===== src/rtl/arb_mux_pkg.sv =====
// Shared constants for arb_mux: arbitration mode encodings and a clog2 helper
// used to size the channel index.
package arb_mux_pkg;

  localparam int ARB_FIXED = 0;
  localparam int ARB_RR    = 1;

  function automatic int clog2(input int n);
    int r;
    r = 0;
    for (int i = 0; i < 31; i++) begin
      if ((1 << i) < n) r = i + 1;
    end
    return r;
  endfunction

endpackage


===== src/rtl/arb_mux_rr_arbiter.sv =====
// Combinational arbiter: one-hot grant plus binary index over the valid
// channels, fixed priority or round-robin starting at ptr.
module rr_arbiter
  import arb_mux_pkg::*;
#(
  parameter int N    = 4,
  parameter int SELW = clog2(N),
  parameter int MODE = ARB_RR
) (
  input  logic [N-1:0]    in_valid,
  input  logic [SELW-1:0] ptr,
  output logic [N-1:0]    grant,
  output logic [SELW-1:0] grant_idx
);

  logic [2*N-1:0]  w_dbl;
  logic [SELW-1:0] w_start;

  assign w_start = (MODE == ARB_RR) ? ptr : '0;
  assign w_dbl   = {in_valid, in_valid};

  // Search the doubled vector downward so the lowest unmasked bit at or
  // above w_start wins; the upper copy supplies the wrap-around.
  always_comb begin
    grant     = '0;
    grant_idx = '0;
    for (int j = 2*N-1; j >= 0; j--) begin
      if (w_dbl[j] && (j >= int'(w_start))) begin
        grant            = '0;
        grant[j % N]     = 1'b1;
        grant_idx        = SELW'(j % N);
      end
    end
  end

endmodule


===== src/rtl/arb_mux.sv =====
// Registered N-way mux with valid/ready per channel and a built-in arbiter.
// Handshake: a transfer happens on any edge where valid and ready are both high.
module arb_mux
  import arb_mux_pkg::*;
#(
  parameter int WIDTH = 32,
  parameter int N     = 4,
  parameter int SELW  = clog2(N),
  parameter int MODE  = ARB_RR
) (
  input  logic               clock,
  input  logic               reset_n,
  input  logic [N-1:0]       in_valid,
  output logic [N-1:0]       in_ready,
  input  logic [N*WIDTH-1:0] in_data,
  output logic               out_valid,
  input  logic               out_ready,
  output logic [WIDTH-1:0]   out_data,
  output logic [SELW-1:0]    out_sel
);

  logic [N-1:0]     w_grant;
  logic [SELW-1:0]  w_gidx;
  logic [SELW-1:0]  r_ptr;
  logic [WIDTH-1:0] w_gdata;
  logic             w_load;
  logic             w_xfer;
  logic             r_out_valid;
  logic [WIDTH-1:0] r_out_data;
  logic [SELW-1:0]  r_out_sel;

  rr_arbiter #(.N(N), .SELW(SELW), .MODE(MODE)) u_arb (
    .in_valid  (in_valid),
    .ptr       (r_ptr),
    .grant     (w_grant),
    .grant_idx (w_gidx)
  );

  // Register can take a new item when empty or being drained this cycle.
  assign w_load   = !r_out_valid | out_ready;
  assign w_xfer   = (|w_grant) & w_load;
  assign in_ready = w_grant & {N{w_load & reset_n}};
  assign w_gdata  = in_data[w_gidx*WIDTH +: WIDTH];

  always_ff @(posedge clock or negedge reset_n) begin
    if (!reset_n) begin
      r_out_valid <= 1'b0;
      r_out_data  <= '0;
      r_out_sel   <= '0;
    end else if (w_xfer) begin
      r_out_valid <= 1'b1;
      r_out_data  <= w_gdata;
      r_out_sel   <= w_gidx;
    end else if (out_ready) begin
      r_out_valid <= 1'b0;
    end
  end

  generate
    if (MODE == ARB_RR) begin : g_rr
      logic [SELW-1:0] w_ptr_nxt;
      assign w_ptr_nxt = (w_gidx == SELW'(N-1)) ? '0 : w_gidx + 1'b1;
      always_ff @(posedge clock or negedge reset_n) begin
        if (!reset_n)    r_ptr <= '0;
        else if (w_xfer) r_ptr <= w_ptr_nxt;
      end
    end else begin : g_fixed
      assign r_ptr = '0;
    end
  endgenerate

  assign out_valid = r_out_valid;
  assign out_data  = r_out_data;
  assign out_sel   = r_out_sel;

endmodule


===== config.mk =====
export PLATFORM = sky130hd
export DESIGN_NAME = arb_mux
export DESIGN_NICKNAME = d
export VERILOG_FILES = /design/src/rtl/arb_mux_pkg.sv /design/src/rtl/arb_mux_rr_arbiter.sv /design/src/rtl/arb_mux.sv
export SDC_FILE = /design/constraint.sdc
export NUM_CORES = 1
export LEC_CHECK = 0
export ABC_AREA = 0
export BUFFER_PORTS_ARGS = -buffer_cell sky130_fd_sc_hd__buf_4
export CAP_MARGIN = 0
export CORE_MARGIN = 2
export CORE_UTILIZATION = 40
export DETAILED_ROUTE_END_ITERATION = 12
export PLACE_DENSITY = 0.79
export SYNTH_ARGS = -nofsm -noshare
export SYNTH_HDL_FRONTEND = slang
export SYNTH_SLANG_ARGS = --single-unit

===== constraint.sdc =====
create_clock -name clock -period 2.8 [get_ports clock]
set_clock_uncertainty 0.05 [all_clocks]
set_input_delay 0.28 -clock clock [delete_from_list [all_inputs] [get_ports clock]]
set_output_delay 0.28 -clock clock [all_outputs]
set_load 0.05 [all_outputs]

# --- After elaboration in Yosys (flattened, before gate mapping) ---
# Cells that the tools add are included.
# Widths: inputs -> output; s select.
word_totals:
  regBits: 37
  in_bits: 135
  out_inout_bits: 39
classes:
  addsub: 1
  magnitude_cmp: 3
  eq_ne: 1
  n_shift: 1
  n_mux: 17
  bitwise_logic: 4
  reduce_logical: 6
ops:
  columns: ["operator", "n"]
  rows:
  - ["$shiftx 128x8->32", 1]
  - ["$mux 4", 6]
  - ["$mux 2", 8]
  - ["$and 4x4->4", 1]
  - ["$ge 1x2->1 const A", 2]
  - ["$reduce_or 4->1", 1]
  - ["$logic_and 1x1->1", 3]
  - ["$mux 3", 1]
  - ["$add 2x1->2 const B", 1]
  - ["$and 1x1->1", 2]
  - ["$eq 2x2->1 const B", 1]
  - ["$ge 2x2->1 const A", 1]
  - ["$mux 1", 2]
  - ["$reduce_bool 2->1", 1]
  - ["$logic_not 1->1", 1]
  - ["$or 1x1->1", 1]

# --- Logic depth before layout (Yosys ltp) ---
# Gate-level depths: netlist of run 1.
logic_depth:
  depth_word: 10
  depth_mapped: 9
  mapped_depth_nobuf: 6

# --- Hierarchy ---
# Synthesis of run 1 repeated with hierarchy kept, for this count alone.
hier_totals:
  cells_unflattened: 158
  area_unflattened_um2: 2517.4
by_module_without_submodules:
  columns: ["mod", "n_inst", "cells_per_inst", "area_per_inst_um2"]
  rows:
  - ["arb_mux", 1, 127, 2321.0]
  - ["rr_arbiter", 1, 31, 196.4]

# --- Worst setup path before layout of run 1 ---
# No wires, ideal clock.
synth_path:
  kind: "reg2reg"
  startpoint: "reg r_ptr[0]"
  endpoint: "reg r_ptr[1]"
  arrival_ns: 1.566
  t_required_ns: 2.610
  slack_ns: 1.044
  stages_incl_launch_ff: 10
  path_buffers: 3
  period_less_slack_ns: 1.756
  cell_sequence: "dfrtp_1 buf_6 nand2b_1 nor2_2 a211oi_2 buf_6 buf_12 ha_1 nand2_1 o21ai_0"
synth_via:
  elab_chain_len: 7
synth_lines:
  columns: ["element", "line", "text"]
  rows:
  - ["start: declaration", "arb_mux.sv:24", "logic [SELW-1:0] r_ptr;"]
  - ["start signal: assignment", "arb_mux.sv:65", "else if (w_xfer) r_ptr <= w_ptr_nxt;"]
  - ["$ge 2x2->1", "arb_mux_rr_arbiter.sv:28", "if (w_dbl[j] && (j >= int'(w_start))) begin"]
  - ["$logic_and 1x1->1", "arb_mux_rr_arbiter.sv:28", null]
  - ["$mux 2 (2 in series)", "arb_mux_rr_arbiter.sv:28", null]
  - ["$mux 2 *", "arb_mux_rr_arbiter.sv:28", null]
  - ["net u_arb.grant_idx[0]", "arb_mux_rr_arbiter.sv:13", "output logic [SELW-1:0] grant_idx"]
  - ["$add 2x1->2 / $eq 2x2->1 (equally long branches)", "arb_mux.sv:62", "assign w_ptr_nxt = (w_gidx == SELW'(N-1)) ? '0 : w_gidx + 1'b1;"]
  - ["$mux 2 *", "arb_mux.sv:62", null]
  - ["net g_rr.w_ptr_nxt[1]", "arb_mux.sv:61", "logic [SELW-1:0] w_ptr_nxt;"]
# The timed path passes the listed nets; every way through them passes the cells marked *.
# A chain may end at the register's enable or synchronous reset.

# --- Worst setup path in the final report of run 1 ---
layout_path:
  startpoint: "in reset_n"
  endpoint: "out in_ready[2]"
layout_via:
  elab_chain_len: 2
layout_lines:
  columns: ["element", "line", "text"]
  rows:
  - ["start: declaration", "arb_mux.sv:12", "input logic reset_n,"]
  - ["$and 1x1->1", "arb_mux.sv:42", "assign in_ready = w_grant & {N{w_load & reset_n}};"]
  - ["$and 4x4->4", "arb_mux.sv:42", null]
  - ["end: declaration", "arb_mux.sv:14", "output logic [N-1:0] in_ready,"]
# Every way passes these cells.

==> results of run 1 <==
## layout by cell type, fill, tap and decap left out, types with 2 or more instances in the layout
| cell | netlist | layout |
|---|---|---|
| o221ai_1 | 32 | 32 |
| dfrtp_1 | 37 | 37 |
| o22ai_1 | 3 | 3 |
| inv_1 | 4 | 4 |
| o21ai_0 | 2 | 2 |
| and3_1 | 4 | 4 |
| mux2i_1 | 64 | 64 |
| buf_4 | 4 | 177 |
| a21oi_1 | 9 | 9 |
| nor2_1 | 3 | 3 |
| nand2b_1 | 2 | 2 |
| nand2_1 | 42 | 42 |
| clkbuf_8 | 0 | 6 |
## through the flow
| step | utilization [%] | instances | power (W) | instance area, um^2 | setup WS, ns |
|---|---|---|---|---|---|
| floorplan | - | 232 | 0.00245 | 2450 | 1.04 |
| global placement | 62.4 | 466 | 0.00297 | 3700 | 0.776 |
| detailed placement | 62.4 | 466 | 0.00302 | 3700 | 0.689 |
| CTS | 64.6 | 475 | 0.00351 | 3830 | 0.587 |
| global route | 64.6 | 475 | 0.00367 | 3830 | 0.507 |
| finish | 64.6 | 475 | 0.00348 | 3830 | 0.630 |
## where the power goes
group	internal, W	switching [W]
logic	0.000785	0.00133
registers	0.000745	0.000139
clock network	0.000290	0.000192
total	0.00182	0.00166
## kinds of logic after synthesis
| family | count (synthesis) | synth area share [%] |
|---|---|---|
| AOI/OAI and AO/OA | 51 | 16.3 |
| adders and majority gates | 1 | 0.511 |
| buffers and inverters | 23 | 8.79 |
| DFF | 37 | 37.8 |
| muxes | 64 | 26.2 |
| and+or+nand+nor | 56 | 10.4 |
## final timing paths
| kind | endpoint | depth (start not counted) |
|---|---|---|
| max in group asynchronous | out_data[12]$_DFFE_PN0P_ | 2 |
| max | in_ready[2] | 5 |
| min in group asynchronous | out_data[5]$_DFFE_PN0P_ | 2 |
| max reg2reg | out_data[22]$_DFFE_PN0P_ | 6 |
| min | out_valid$_DFFE_PN0P_ | 3 |
| min reg2reg | out_sel[0]$_DFFE_PN0P_ | 2 |
## cell type report
cell class / count / area [um^2] / area share (%)
Clock buffer: 6 / 82.6 / 2.16
Clock inverter: 2 / 37.5 / 0.981
Inverter: 4 / 15.0 / 0.392
Multi-Input combinational cell: 172 / 1310 / 34.3
Sequential cell: 37 / 926 / 24.2
Tap cell: 75 / 93.8 / 2.45
Timing Repair Buffer: 179 / 1360 / 35.5
## what timing repair did
item                                   4_1_cts  5_1_grt
hold buffers                                 1        0
gates resized for setup                      0        0
endpoints found under the hold margin       37        0
## tightest hold or removal path, cell delays in order
cell and delay, ns:
buf_4 0.12, nor4_2 0.06, nand2_1 0.06
## state kept, by name, summed over array words and instances (netlist names)
name       count
r_ptr          2
out_valid      1
out_sel        2
out_data      32
## metal layers
metal	part of all wire (%)	global-route usage [%]	wire (um)
met5	0	0	0
met4	0.80	4.50	59
met3	8.4	5.33	616
met2	54	39.4	3970
met1	37	23.0	2690
==> flow_summary.yaml, run 1 <==
run_status:
  outcome: "complete, no violations"
setup_path:
  crit_type: "in2out"
  crit_chain: "dlygate4sd3_1, buf_4, and2_1, and3_1, buf_4"
  startpoint_type: "primary input"
  worstPathArrival_ns: 1.84
  slowest_delay_ns: 0.54
  critical_path.top_delay_family: "buffers and inverters"
  critPathCaptureType: "output port"
  critical_path.slowest_cell: "dlygate4sd3_1"
  worstPathMaxFanout: 38
  reg2reg_slack_ns: 0.69
  critPathLaunch: "reset_n"
  r2r-start: "r_ptr[0]$_DFFE_PN0P_"
  cp_data_required_time_ns: 2.47
  path_buf_inv: 3
  cpMostUsedCell: "buf_4"
clock_tree:
  htreeDepth: 2
  numClockSinks: 37
  cts_tree: "built"
  clk-insertion-delay-late_ns: 0.28
  cts-buffers-inserted: 5
  postCtsSetupBuffers: 0
  clockRootBuffer: "clkbuf_8"
  path_clk_slew_ns: 0.07
  cts_max_path_buffers: 2
synth:
  syn-mean-instance-area_um2: 10.5
  synth-seq-area-share_pct: 37.8
  synthesis.nets: 368
  synth_edf_count: 0
  synth_area_um2: 2450
  synth_warnings: 0
  yosys.cell_count.top_type: "mux2i_1"
  synth_cell_types: 29
  async_flop_share_pct: 100
  synth_cells: 232
  ys_top_cells_by_area: "dfrtp_1 38%, mux2i_1 26%, o221ai_1 11%"
  synth_top_cells_by_count: "64 x mux2i_1, 42 x nand2_1, 37 x dfrtp_1"
  yosysTopAreaCellShare_pct: 37.8
  ys_seq_elements: 37
  synth_flop_cell: "dfrtp_1"
  yosysTopAreaCell: "dfrtp_1"
timing:
  slew_violations: 0
  worst_pin_slew_ns: 0.612
  fin_crit_ns: 2.17
  totalNegativeSetupSlack_ns: 0
  max_freq_ghz: 0.461
  finalSetupViolations: 0
  hold_ws_ns: 0.219
  finalHoldViolCount: 0
  maxSlewHeadroom_pct: 59.2
  fin_crit_sh_pct: 77.5
  rsz0062_at_grt: "false"
finish:
  num_antenna_cells: 0
  nFillCells: 509
  drive_gt1_share_pct: 47.8
  nNetsFinal: 535
  syn_to_final_growth_pct: 56.4
route:
  via_count: 2494
  wl_per_cell_um: 15.4
  antenna_left: 0
  drt_first_pass_iters: 4
  drt-initial-drc-count: 116
  vias_per_cell: 5.25
  wl_um: 7330
  drc: 0
global_route:
  grt_pass1_wl_um: 10800
  grt_pass1_vias: 2380
  grt_max_degree: 39
  grt_antenna_before_repair: 0
  gr-usage-all-layers_pct: 20.8
  grt-ovfl-total: 0
pwr:
  vdd_ir_drop_max_uv: 511
  leakagePower_nw: 1.97
  power_density_nw_per_um2: 909
min_path:
  hp-start: "in_valid[0]"
  worstHoldPathType: "in2reg"
die:
  start_util_pct: 41.3
  io_pins: 174
  dieArea_um2: 6760
  core_um2: 5920
  die_h_um: 82.2
  placementRows: 28
  die_w_um: 82.2
place:
  hpwlAfterDp_um: 5710
  port_buffers: 173
  finalWeightedCongestion: 0.758
run:
  cap_violations: 0
No activity file was read; power rests on OpenSTA's default activity.
==> run 2, diff against run 1 <==
Settings changed: ABC_AREA 0 to 1, PLACE_DENSITY 0.79 to 0.73.
Clock period 2.8 ns to 2.25 ns, I/O delays scaled along.
==> run 2 against run 1 <==
  * Synthesized area increased by 31%
  * Combinational power increased by 89%
  * Critical path depth increased by 1
  * Non-clock buffer count increased by 8
  * Via count increased by 55%
  * Synthesized cell count increased by 150%
  * First-iteration DRC count increased by 56%
  * Routed wire length increased by 36%
  * Worst hold slack improved by 0.050 ns
  * Design area increased by 23%
  * Global-route usage increased by 1.8 points
  * Critical path type is now reg2out
  * Largest power group unchanged
  * Highest routed layer unchanged
==> flow_summary.yaml, run 2 <==
setup_path:
  path_buf_inv: 3
  cp_data_required_time_ns: 1.98
  critPathCaptureType: "output port"
  slowest_delay_ns: 0.41
  critical_path.top_delay_family: "simple AND/OR/NAND/NOR gates"
  crit_chain: "inv_1, nor2_1, inv_1, nand2_1, nor2_1, buf_4"
  worstPathMaxFanout: 4
  critical_path.slowest_cell: "nor2_1"
  worstPathArrival_ns: 1.70
  startpoint_type: "register"
  crit_type: "reg2out"
finish:
  drive_gt1_share_pct: 28.5
  fin_cells: 835
  syn_to_final_growth_pct: 46.7
  nFillCells: 781
  mostFrequentLayoutCells: "208 x nand2_1, 184 x buf_4, 134 x inv_1"
  fin_util_pct: 60.6
  largest_reg_flops: 32
  num_antenna_cells: 0
  nNetsFinal: 869
  final_common_cell: "nand2_1"
place:
  port_buffers: 173
  hpwlAfterDp_um: 7350
  finalWeightedCongestion: 0.821
  numPlacedInstances: 826
route:
  wl_per_cell_um: 12.0
  drt-initial-drc-count: 181
  drt_first_pass_iters: 4
  via_count: 3854
  drc: 0
  wl_um: 9990
  antenna_left: 0
  vias_per_cell: 4.62
synth:
  synth_cell_types: 24
  synth_warnings: 0
  synth-seq-area-share_pct: 28.8
  synth_flop_cell: "dfrtp_1"
  synth_top_cells_by_count: "210 x nand2_1, 134 x inv_1, 132 x nand3_1"
  async_flop_share_pct: 100
  ys_seq_elements: 37
  yosys.cell_count.top_type: "nand2_1"
  ys_top_cells_by_area: "dfrtp_1 29%, nand2_1 25%, nand3_1 21%"
  synth_area_um2: 3210
  yosysTopAreaCell: "dfrtp_1"
  synth_edf_count: 0
  syn-mean-instance-area_um2: 5.61
  yosysTopAreaCellShare_pct: 28.8
  synthesis.nets: 708
  synth_cells: 572
clock_tree:
  cts_tree: "built"
  htreeDepth: 2
  cts-buffers-inserted: 5
  clockRootBuffer: "clkbuf_8"
  clk-insertion-delay-late_ns: 0.29
  cts_max_path_buffers: 2
  path_clk_slew_ns: 0.07
  numClockSinks: 37
global_route:
  grt_use_met3_pct: 2.42
  use_met1_pct: 29.3
  grt_max_degree: 38
  grt-ovfl-total: 0
  busiest_layer: "met2"
  grt_pass1_vias: 3507
  use_met2_pct: 38.8
  grt_pass1_wl_um: 16100
  gr-usage-all-layers_pct: 22.6
  grt_antenna_before_repair: 0
min_path:
  worstHoldPathType: "in2reg"
timing:
  max_freq_ghz: 0.505
  totalNegativeSetupSlack_ns: 0
  worst_pin_slew_ns: 0.534
  slew_violations: 0
  rsz0062_at_grt: "false"
  finalSetupViolations: 0
  maxSlewHeadroom_pct: 64.3
  finalHoldViolCount: 0
  fin_crit_ns: 1.98
  fin_crit_sh_pct: 88.0
die:
  start_util_pct: 41.3
  core_um2: 7770
  io_pins: 174
  die_w_um: 93.6
  die_h_um: 93.6
  dieArea_um2: 8760
  placementRows: 32
run_status:
  outcome: "complete, no violations"
run:
  cap_violations: 0
pwr:
  p_total_w: 0.00568
  leakagePower_nw: 3.06
  vdd_ir_drop_max_uv: 531
  power_density_nw_per_um2: 1200
run 2: changes by cell type in the layout (fill, tap and decap cells not counted), moves of 2 or more:
cell,before,now
nand2_1,42,208
nand3_1,0,132
inv_1,4,134
mux2i_1,64,0
o221ai_1,32,0
a21oi_1,9,1
buf_4,177,184
nand2_2,0,5
and3_1,4,0
nor2_1,3,6
o22ai_1,3,0
nand2b_1,2,0
nor2_4,0,2
run 2: metal layers:
layer	up-vias	share of wire (%)
li1	2018	-
met2	122	49
met5	-	0
met1	1701	44
met3	13	5.5
met4	0	1.6
run 2: what timing repair did:
item                                    4_1_cts  5_1_grt
buffers inserted                              0        0
hold buffers                                  1        0
endpoints found under the setup margin        0        4
resized for setup                             0        1
endpoints found under the hold margin        37        0
run 2: layout make-up:
type	count	area (um^2)	area share, %
clock buffers	6	82.6	1.75
clock inverters	1	7.51	0.159
inverters	136	513	10.9
multi-input cells	366	1620	34.4
flip-flops and latches	37	926	19.7
well taps	102	128	2.71
repair buffers	187	1430	30.4
run 2: path summary, 6_finish.rpt:
kind | cells past startpoint | from | slack (ns) | endpoint
worst min-delay path | 7 | in_data[85] | 0.27 | out_data[21]$_DFFE_PN0P_
max in group asynchronous | 3 | reset_n | 1.33 | out_data[16]$_DFFE_PN0P_
worst max register to register | 10 | r_ptr[0]$_DFFE_PN0P_ | 0.30 | out_data[27]$_DFFE_PN0P_
worst max-delay path | 6 | out_valid$_DFFE_PN0P_ | 0.27 | in_ready[3]
min in group asynchronous | 3 | reset_n | 0.48 | out_valid$_DFFE_PN0P_
worst min register to register | 2 | out_data[12]$_DFFE_PN0P_ | 0.43 | out_data[12]$_DFFE_PN0P_
run 2: cell families (layout without fill, tap and decap cells):
family | Yosys count | after routing | share of synthesized area [%]
adders and majority gates | 1 | 1 | 0.390
AOI/OAI and AO/OA | 6 | 6 | 1.17
buffers and inverters | 170 | 330 | 21.3
and+or+nand+nor | 358 | 359 | 48.3
DFF | 37 | 37 | 28.8
run 2: worst min-delay path: stages:
cell     delay (ns)
buf_4          0.08
inv_1          0.03
nand2_1        0.05
nand3_1        0.06
nand2_1        0.05
nand2_1        0.04
nand2_1        0.05
run 2: power by group:
group / switching, W / leakage [nW] / internal, W
combinational: 0.00271 / 2.56 / 0.00128
sequential: 0.000215 / 0.452 / 0.000995
clock: 0.000236 / 0.0433 / 0.000242
total: 0.00316 / 3.06 / 0.00251
run 2: stage by stage:
| stage | hold slack, ns | instance area (um^2) | setup WS [ns] |
|---|---|---|---|
| 5_1_grt | 0.284 | 4710 | 0.120 |
| 3_3_place_gp | 0.259 | 4600 | 0.323 |
| 6_report | 0.269 | 4710 | 0.271 |
| 4_1_cts | 0.253 | 4700 | 0.177 |
| 3_5_place_dp | 0.269 | 4600 | 0.199 |
| 2_1_floorplan | -0.121 | 3220 | 0.179 |
==> run 3, diff against run 2 <==
Settings changed: ABC_CLOCK_PERIOD_IN_PS set to 2250, MAX_ROUTING_LAYER set to met4, SETUP_SLACK_MARGIN set to 0.5.
==> run 3 against run 2 <==
  * Utilization grew 3.6 points
  * Clock-buffer cell count is the same
  * Via count grew 2.5%
  * Cell count grew 1.3%
  * Non-clock buffer count grew 11
  * Power grew 6.3%
  * Die area is the same
  * Register-to-register slack gained 0.20 ns
  * Critical path depth shrank 1
  * Maximum frequency grew 12%
  * Critical path type unchanged
  * Largest cell class unchanged
==> flow_summary.yaml, run 3 (same netlist as run 2, synthesis figures left out) <==
die:
  dieArea_um2: 8760
  die_h_um: 93.6
  die_w_um: 93.6
  io_pins: 174
  start_util_pct: 41.3
  core_um2: 7770
  placementRows: 32
min_path:
  worstHoldPathType: "in2reg"
  hold_end: "out_valid$_DFFE_PN0P_"
  hp-start: "out_ready"
  holdPathStages: 4
clock_tree:
  cts-buffers-inserted: 5
  path_clk_slew_ns: 0.07
  cts_tree: "built"
  htreeDepth: 2
  clockRootBuffer: "clkbuf_8"
  numClockSinks: 37
  cts_max_path_buffers: 2
  clk-insertion-delay-late_ns: 0.29
finish:
  syn_to_final_growth_pct: 55.5
  mostFrequentLayoutCells: "205 x nand2_1, 181 x buf_4, 131 x inv_1"
  nFillCells: 729
  largest_reg_flops: 32
  fin_util_pct: 64.3
  drive_gt1_share_pct: 31.3
  nNetsFinal: 880
  final_common_cell: "nand2_1"
  fin_cells: 846
  num_antenna_cells: 0
route:
  vias_per_cell: 4.67
  drt-initial-drc-count: 164
  drt_first_pass_iters: 4
  antenna_left: 0
  via_count: 3951
  wl_um: 10500
  drc: 0
  wl_per_cell_um: 12.4
timing:
  worst_pin_slew_ns: 0.468
  rsz0062_at_grt: "true"
  maxSlewHeadroom_pct: 68.8
  fin_crit_ns: 1.76
  fin_crit_sh_pct: 78.4
  max_freq_ghz: 0.567
  setup_slack_ns: 0.485
  finalSetupViolations: 0
  totalNegativeSetupSlack_ns: 0
  finalHoldViolCount: 0
  slew_violations: 0
setup_path:
  critPathCaptureType: "output port"
  crit_chain: "nand2_2, nand2_4, nand2_4, a221oi_4, buf_6"
  r2r_cells: 11
  slowest_delay_ns: 0.43
  r2r-end: "out_data[22]$_DFFE_PN0P_"
  crit_type: "reg2out"
  startpoint_type: "register"
  critical_path.slowest_cell: "dfrtp_1"
  cp_data_required_time_ns: 1.98
  reg2reg_slack_ns: 0.50
  cpMostUsedCell: "nand2_4"
  r2r-start: "r_ptr[0]$_DFFE_PN0P_"
  worstPathArrival_ns: 1.49
  worstPathMaxFanout: 7
global_route:
  gr-usage-all-layers_pct: 24.1
  grt_max_degree: 65
  grt_antenna_before_repair: 0
  grt_pass1_vias: 3645
  grt-ovfl-total: 0
  grt_pass1_wl_um: 16500
place:
  dp_slack_ns: 0.227
  hpwlAfterDp_um: 7230
  port_buffers: 173
  finalWeightedCongestion: 0.829
  numPlacedInstances: 823
pwr:
  leakagePower_nw: 3.18
  power_density_nw_per_um2: 1210
  vdd_ir_drop_max_uv: 688
run:
  cap_violations: 0
run_status:
  outcome: "complete, no violations"
[run 3: worst max-delay path, delay by kind of cell, from the launching register on]
kind | cells | cell delay [ns]
DFF | 1 | 0.43
AOI/OAI and AO/OA | 1 | 0.29
and+or+nand+nor | 3 | 0.27
buffers and inverters | 1 | 0.20
[run 3: layer usage]
metal  track usage (%)  up-vias  wire length, um
met5                 -        -                0
met4              6.88        0              183
met3              3.30       14              735
met2              42.3      145             5340
met1              29.0     1755             4240
li1                  -     2037                -
[run 3: worst max-delay path by stage]
stage / start / end / slack (ns) / cells past startpoint
floorplan: r_ptr[1]$_DFFE_PN0P_ / in_ready[2] / 0.41 / 6
global placement: r_ptr[1]$_DFFE_PN0P_ / out_data[9]$_DFFE_PN0P_ / 0.33 / 9
detailed placement: r_ptr[1]$_DFFE_PN0P_ / out_data[20]$_DFFE_PN0P_ / 0.23 / 9
CTS: r_ptr[1]$_DFFE_PN0P_ / out_data[20]$_DFFE_PN0P_ / 0.50 / 11
global route: r_ptr[0]$_DFFE_PN0P_ / out_data[11]$_DFFE_PN0P_ / 0.42 / 11
finish: r_ptr[0]$_DFFE_PN0P_ / in_ready[1] / 0.49 / 5
[run 3: final cells by class]
type | instances | area [um^2] | share of cell area (%)
inverters | 136 | 520 | 10.4
clock inverters | 1 | 7.51 | 0.150
repair buffers | 198 | 1610 | 32.2
well taps | 102 | 128 | 2.56
flip-flops and latches | 37 | 927 | 18.6
clock buffers | 6 | 82.6 | 1.65
multi-input cells | 366 | 1720 | 34.4
[run 3: metrics by stage]
| stage | power [W] | hold WS (ns) | area, um^2 |
|---|---|---|---|
| finish | 0.00603 | 0.238 | 4990 |
| CTS | 0.00579 | 0.254 | 4820 |
| detailed placement | 0.00513 | 0.256 | 4580 |
| global placement | 0.00507 | 0.249 | 4580 |
| floorplan | 0.00400 | -0.121 | 3240 |
| global route | 0.00649 | 0.256 | 4990 |
[run 3: power by group]
part	internal, W	total [W]	switching [W]
clock	0.000242	0.000476	0.000234
combinational	0.00150	0.00433	0.00283
sequential	0.000997	0.00123	0.000232
[run 3: repair_timing]
item,CTS,global route
pin swaps,4,9
setup buffers,7,5
hold endpoints to repair,37,0
setup endpoints to repair,40,40
resized for setup,17,29
gates cloned,1,2
hold buffers,1,0
